--- src/rtl/scc_pkg.sv ---
// scc_pkg: shared op/state encodings and default widths for the iterative mul/div unit
package scc_pkg;
  localparam int WIDTH_DEF = 32;
  localparam int AW_DEF = 3;
  typedef enum logic [1:0] {OP_MUL = 2'b00, OP_UDIV = 2'b01, OP_UREM = 2'b10, OP_RSVD = 2'b11} op_e;
  typedef enum logic [1:0] {S_IDLE = 2'b00, S_RUN = 2'b01, S_DONE = 2'b10} state_e;
endpackage

--- src/rtl/muldiv_step.sv ---
// muldiv_step: one shift-add multiply step or one restoring-divide step
module muldiv_step #(
  parameter int WIDTH = 32
) (
  input  logic             div,
  input  logic [WIDTH-1:0] x,
  input  logic [WIDTH-1:0] y,
  input  logic [WIDTH-1:0] acc,
  output logic [WIDTH-1:0] x_n,
  output logic [WIDTH-1:0] y_n,
  output logic [WIDTH-1:0] acc_n
);
  logic [WIDTH:0] r, diff;
  // remainder stays below the divisor, so diff's top bit is a clean borrow flag
  assign r = {acc, x[WIDTH-1]};
  assign diff = r - {1'b0, y};
  assign x_n = div ? {x[WIDTH-2:0], ~diff[WIDTH]} : x << 1;
  assign y_n = div ? y : y >> 1;
  assign acc_n = div ? (diff[WIDTH] ? r[WIDTH-1:0] : diff[WIDTH-1:0]) : (y[0] ? acc + x : acc);
endmodule

--- src/rtl/iter_muldiv.sv ---
// iter_muldiv: 32-cycle iterative unsigned multiply / divide / remainder with register-file writeback
module iter_muldiv
  import scc_pkg::*;
#(
  parameter int WIDTH = WIDTH_DEF,
  parameter int AW = AW_DEF
) (
  input  logic             clk,
  input  logic             rst,
  input  logic             start,
  input  logic [1:0]       op,
  input  logic [WIDTH-1:0] operand_a,
  input  logic [WIDTH-1:0] operand_b,
  input  logic [AW-1:0]    dest_addr,
  output logic             busy,
  output logic             done,
  output logic [WIDTH-1:0] result,
  output logic [AW-1:0]    wb_addr,
  output logic             wb_enable,
  output logic             div_by_zero
);
  state_e state_q, state_d;
  op_e op_q;
  logic [WIDTH-1:0] x_q, y_q, acc_q, x_n, y_n, acc_n, result_q, fin;
  logic [4:0] cnt_q;
  logic [AW-1:0] addr_q;
  logic dbz_q, accept, last;

  assign accept = state_q == S_IDLE && start;
  assign last = state_q == S_RUN && cnt_q == 5'd31;

  muldiv_step #(.WIDTH(WIDTH)) u_step (
    .div(op_q != OP_MUL), .x(x_q), .y(y_q), .acc(acc_q),
    .x_n(x_n), .y_n(y_n), .acc_n(acc_n)
  );

  // quotient accumulates in x, product and remainder in acc
  assign fin = op_q == OP_MUL ? acc_n : op_q == OP_UDIV ? x_n : op_q == OP_UREM ? acc_n : '0;

  always_ff @(posedge clk or posedge rst)
    if (rst) state_q <= S_IDLE;
    else state_q <= state_d;

  always_comb begin
    state_d = state_q;
    state_d = accept ? S_RUN : last ? S_DONE : state_q == S_DONE ? S_IDLE : state_q;
  end

  always_ff @(posedge clk or posedge rst)
    if (rst) begin
      op_q <= OP_MUL;
      x_q <= '0;
      y_q <= '0;
      acc_q <= '0;
      cnt_q <= '0;
      addr_q <= '0;
      result_q <= '0;
      dbz_q <= 1'b0;
    end else if (accept) begin
      op_q <= op_e'(op);
      x_q <= operand_a;
      y_q <= operand_b;
      acc_q <= '0;
      cnt_q <= '0;
      addr_q <= dest_addr;
      dbz_q <= 1'b0;
    end else if (state_q == S_RUN) begin
      x_q <= x_n;
      y_q <= y_n;
      acc_q <= acc_n;
      cnt_q <= cnt_q + 5'd1;
      if (last) begin
        result_q <= fin;
        dbz_q <= (op_q == OP_UDIV || op_q == OP_UREM) && y_q == '0;
      end
    end

  assign busy = state_q != S_IDLE;
  assign done = state_q == S_DONE;
  assign wb_enable = done && op_q != OP_RSVD;
  assign wb_addr = addr_q;
  assign result = result_q;
  assign div_by_zero = dbz_q;
endmodule

--- config.mk ---
export PLATFORM = sky130hd
export DESIGN_NAME = iter_muldiv
export DESIGN_NICKNAME = d
export VERILOG_FILES = /design/src/rtl/scc_pkg.sv /design/src/rtl/muldiv_step.sv /design/src/rtl/iter_muldiv.sv
export SDC_FILE = /design/constraint.sdc
export NUM_CORES = 1
export LEC_CHECK = 0
export ABC_AREA = 1
export CORE_MARGIN = 3
export CORE_UTILIZATION = 65
export CTS_BUF_LIST = sky130_fd_sc_hd__clkbuf_8
export DETAILED_ROUTE_END_ITERATION = 8
export PLACE_DENSITY = 0.95
export SYNTH_ARGS = -nofsm -noshare
export SYNTH_HDL_FRONTEND = slang
export SYNTH_SLANG_ARGS = --single-unit
--- constraint.sdc ---
create_clock -name clk -period 8.6 [get_ports clk]
set_clock_uncertainty 0.15 [all_clocks]
set_input_delay 1.29 -clock clk [delete_from_list [all_inputs] [get_ports clk]]
set_output_delay 1.29 -clock clk [all_outputs]
set_load 0.03 [all_outputs]
==> impl_metrics.py <==
metrics = {
    "status": {
        "outcome": "completed",
    },
    "synth": {
        "async_reset_ff_share_pct": 100,
        "syn_inst": 2003,
        "synth_area_leaders": "dfrtp_1, nand2_1, inv_1, ha_1, nand3_1",
        "yosys_warnings": 0,
        "synth_common_cells": "nand2_1, inv_1, dfrtp_1",
        "ys_ff_latch": 141,
        "syn_area_um2": 12300,
        "synth_edf_count": 0,
        "avgSynthCellArea_um2": 6.16,
        "yosys.area.top_type_share_pct": 28.6,
        "synth.most_common_cell": "nand2_1",
        "yosysTopAreaCell": "dfrtp_1",
        "synth_nets": 2146,
        "yosysSeqAreaShare_pct": 28.6,
        "synth_cell_type_count": 48,
        "dominantRegCellSynth": "dfrtp_1",
    },
    "clock_network": {
        "insertion_delay_ns": 0.49,
        "htree_levels": 4,
        "cts_hold_buf": 0,
        "cts-root-buf": "clkbuf_8",
        "cts_inserted_buffers": 17,
        "cts_tree": "yes",
        "post-cts-setup-buffer-count": 0,
        "cts_buffer_depth": 2,
        "clk_pin_slew_ns": 0.11,
        "ctsResizeCount": 0,
        "cts.sinks": 141,
    },
    "global_routing": {
        "grt_util_all_layers_pct": 39.5,
        "grt_first_pass_wirelength_um": 64400,
        "antenna_found_initial": 0,
        "grt_pass1_vias": 12630,
        "grt_overflow": 0,
        "grt_max_degree": 84,
    },
    "floorplan": {
        "start_util_pct": 67.5,
        "fp.dieW_um": 144,
        "rows": 49,
        "fp.dieArea_um2": 20700,
        "core_area_um2": 18300,
        "ios": 111,
        "die_y_um": 144,
    },
    "setup_path": {
        "cp.required_ns": 7.16,
        "critPathBufInv": 1,
        "crit_family": "buffers and inverters",
        "worstPathArrival_ns": 2.06,
        "path_class": "flip-flop to primary output",
        "crit_cells": 3,
        "worst_setup_path_end_kind": "primary output",
        "reg2reg_depth": 21,
        "crit_chain": "ha_1 > nor3_1 > clkdlybuf4s50_1",
        "worstPathMaxFanout": 3,
        "cpMaxStageDelayCell": "clkdlybuf4s50_1",
        "max_stage_delay_ns": 0.72,
        "worst_setup_path_start_kind": "flip-flop",
    },
    "timing": {
        "grt_setup_unrepaired": "no",
        "fin_ws_ns": 5.10,
        "relSlewSlack_pct": 20.3,
        "tns_ns": 0,
        "slew_violations": 0,
        "finalHoldViolCount": 0,
        "setup_viol": 0,
        "fmax_ghz": 0.286,
        "period_share_pct": 40.7,
        "holdWs_ns": 0.357,
        "fin_crit_ns": 3.50,
        "tightest_slew_ns": 1.19,
    },
    "cells_and_area": {
        "layout-drive-gt1-share_pct": 5.74,
        "antenna_cells": 0,
        "syn2layout_area_growth_pct": 12.8,
        "fin_util_pct": 76.1,
        "num-nets-final": 2221,
    },
    "detailed_routing": {
        "viasPerCell": 5.89,
        "vias": 13662,
        "drtAntennaViolNets": 0,
        "remaining_drc_errors": 0,
        "wl_um": 40900,
        "wl_per_cell_um": 17.6,
        "first_iter_violations": 1487,
        "firstDrtPassIters": 6,
    },
    "placement": {
        "portBuffers": 110,
        "place_worst_setup_slack_ns": 5.21,
        "dpl.hpwl_um": 30200,
        "place.gp.congestion": 1.13,
    },
    "hold_path": {
        "min-delay-path-class": "flip-flop to flip-flop",
        "hold_depth": 2,
    },
    "flow_run": {
        "max_cap_viol_count": 0,
    },
}
[metal layers]
metal | GRT usage (%) | part of all wire [%] | vias to the layer above
met1 | 51.7 | 40 | 6236
met4 | 19.8 | 5.2 | 0
li1 | - | - | 6500
met3 | 7.92 | 10 | 152
met2 | 62.5 | 45 | 774
met5 | 0 | 0 | -
[stage by stage]
step	instance area, µm²	cells
2_1_floorplan	12300	2003
3_3_place_gp	13500	2288
3_5_place_dp	13500	2288
4_1_cts	13900	2320
5_1_grt	13900	2320
6_report	13900	2320
[flip-flops by register name, indices dropped and copies added (netlist names), 2 cells and up]
| name | flops |
|---|---|
| cnt_q | 5 |
| op_q | 2 |
| acc_q | 32 |
| x_q | 32 |
| wb_addr | 3 |
| y_q | 32 |
| result | 32 |
| state_q | 2 |
[cell usage in the layout (no fill, tap or decap), types with 18 or more instances in the layout]
cell type / instances
a21oi_1: 102
nand4_1: 18
nand2_1: 752
dfrtp_1: 141
or2_2: 34
a21boi_1: 27
o21ai_0: 108
nor2_1: 127
ha_1: 69
nand3_1: 137
inv_1: 277
clkdlybuf4s50_1: 110
o22ai_1: 30
[final timing paths]
kind / startpoint / to / slack, ns
hold reg to reg: wb_addr[1] / wb_addr[1] / 0.36
min in group asynchronous: rst / y_q[4] / 1.15
setup / recovery: op_q[0] / wb_enable / 5.10
setup reg to reg: y_q[0] / result[20] / 5.20
hold / removal: wb_addr[1] / wb_addr[1] / 0.36
max in group asynchronous: rst / result[15] / 5.80
[worst min-delay path, delay by kind of cell, from the launching register on]
| kind | cells | cell delay, ns |
|---|---|---|
| and+or+nand+nor | 2 | 0.11 |
| DFF | 1 | 0.37 |
[logic make-up (layout without fill, tap and decap cells)]
kind of cell	after synthesis	in the layout	synth area share [%]
compound gates	295	295	13.4
xor+xnor	23	23	1.63
fa+ha+maj	71	71	7.32
buf+inv	351	439	11.3
flops	141	141	28.6
simple gates	1122	1122	37.7
[final cells by class]
| type | count | area (µm²) |
|---|---|---|
| Clock buffer | 17 | 234 |
| Clock inverter | 15 | 150 |
| Fill cell | 1521 | 4360 |
| Inverter | 284 | 1070 |
| Multi-Input combinational cell | 1511 | 7440 |
| Sequential cell | 141 | 3530 |
| Tap cell | 229 | 287 |
| Timing Repair Buffer | 123 | 1200 |
Power is not shown: default switching activity piles up to over one toggle a cycle in this logic, so the estimate is an artifact.
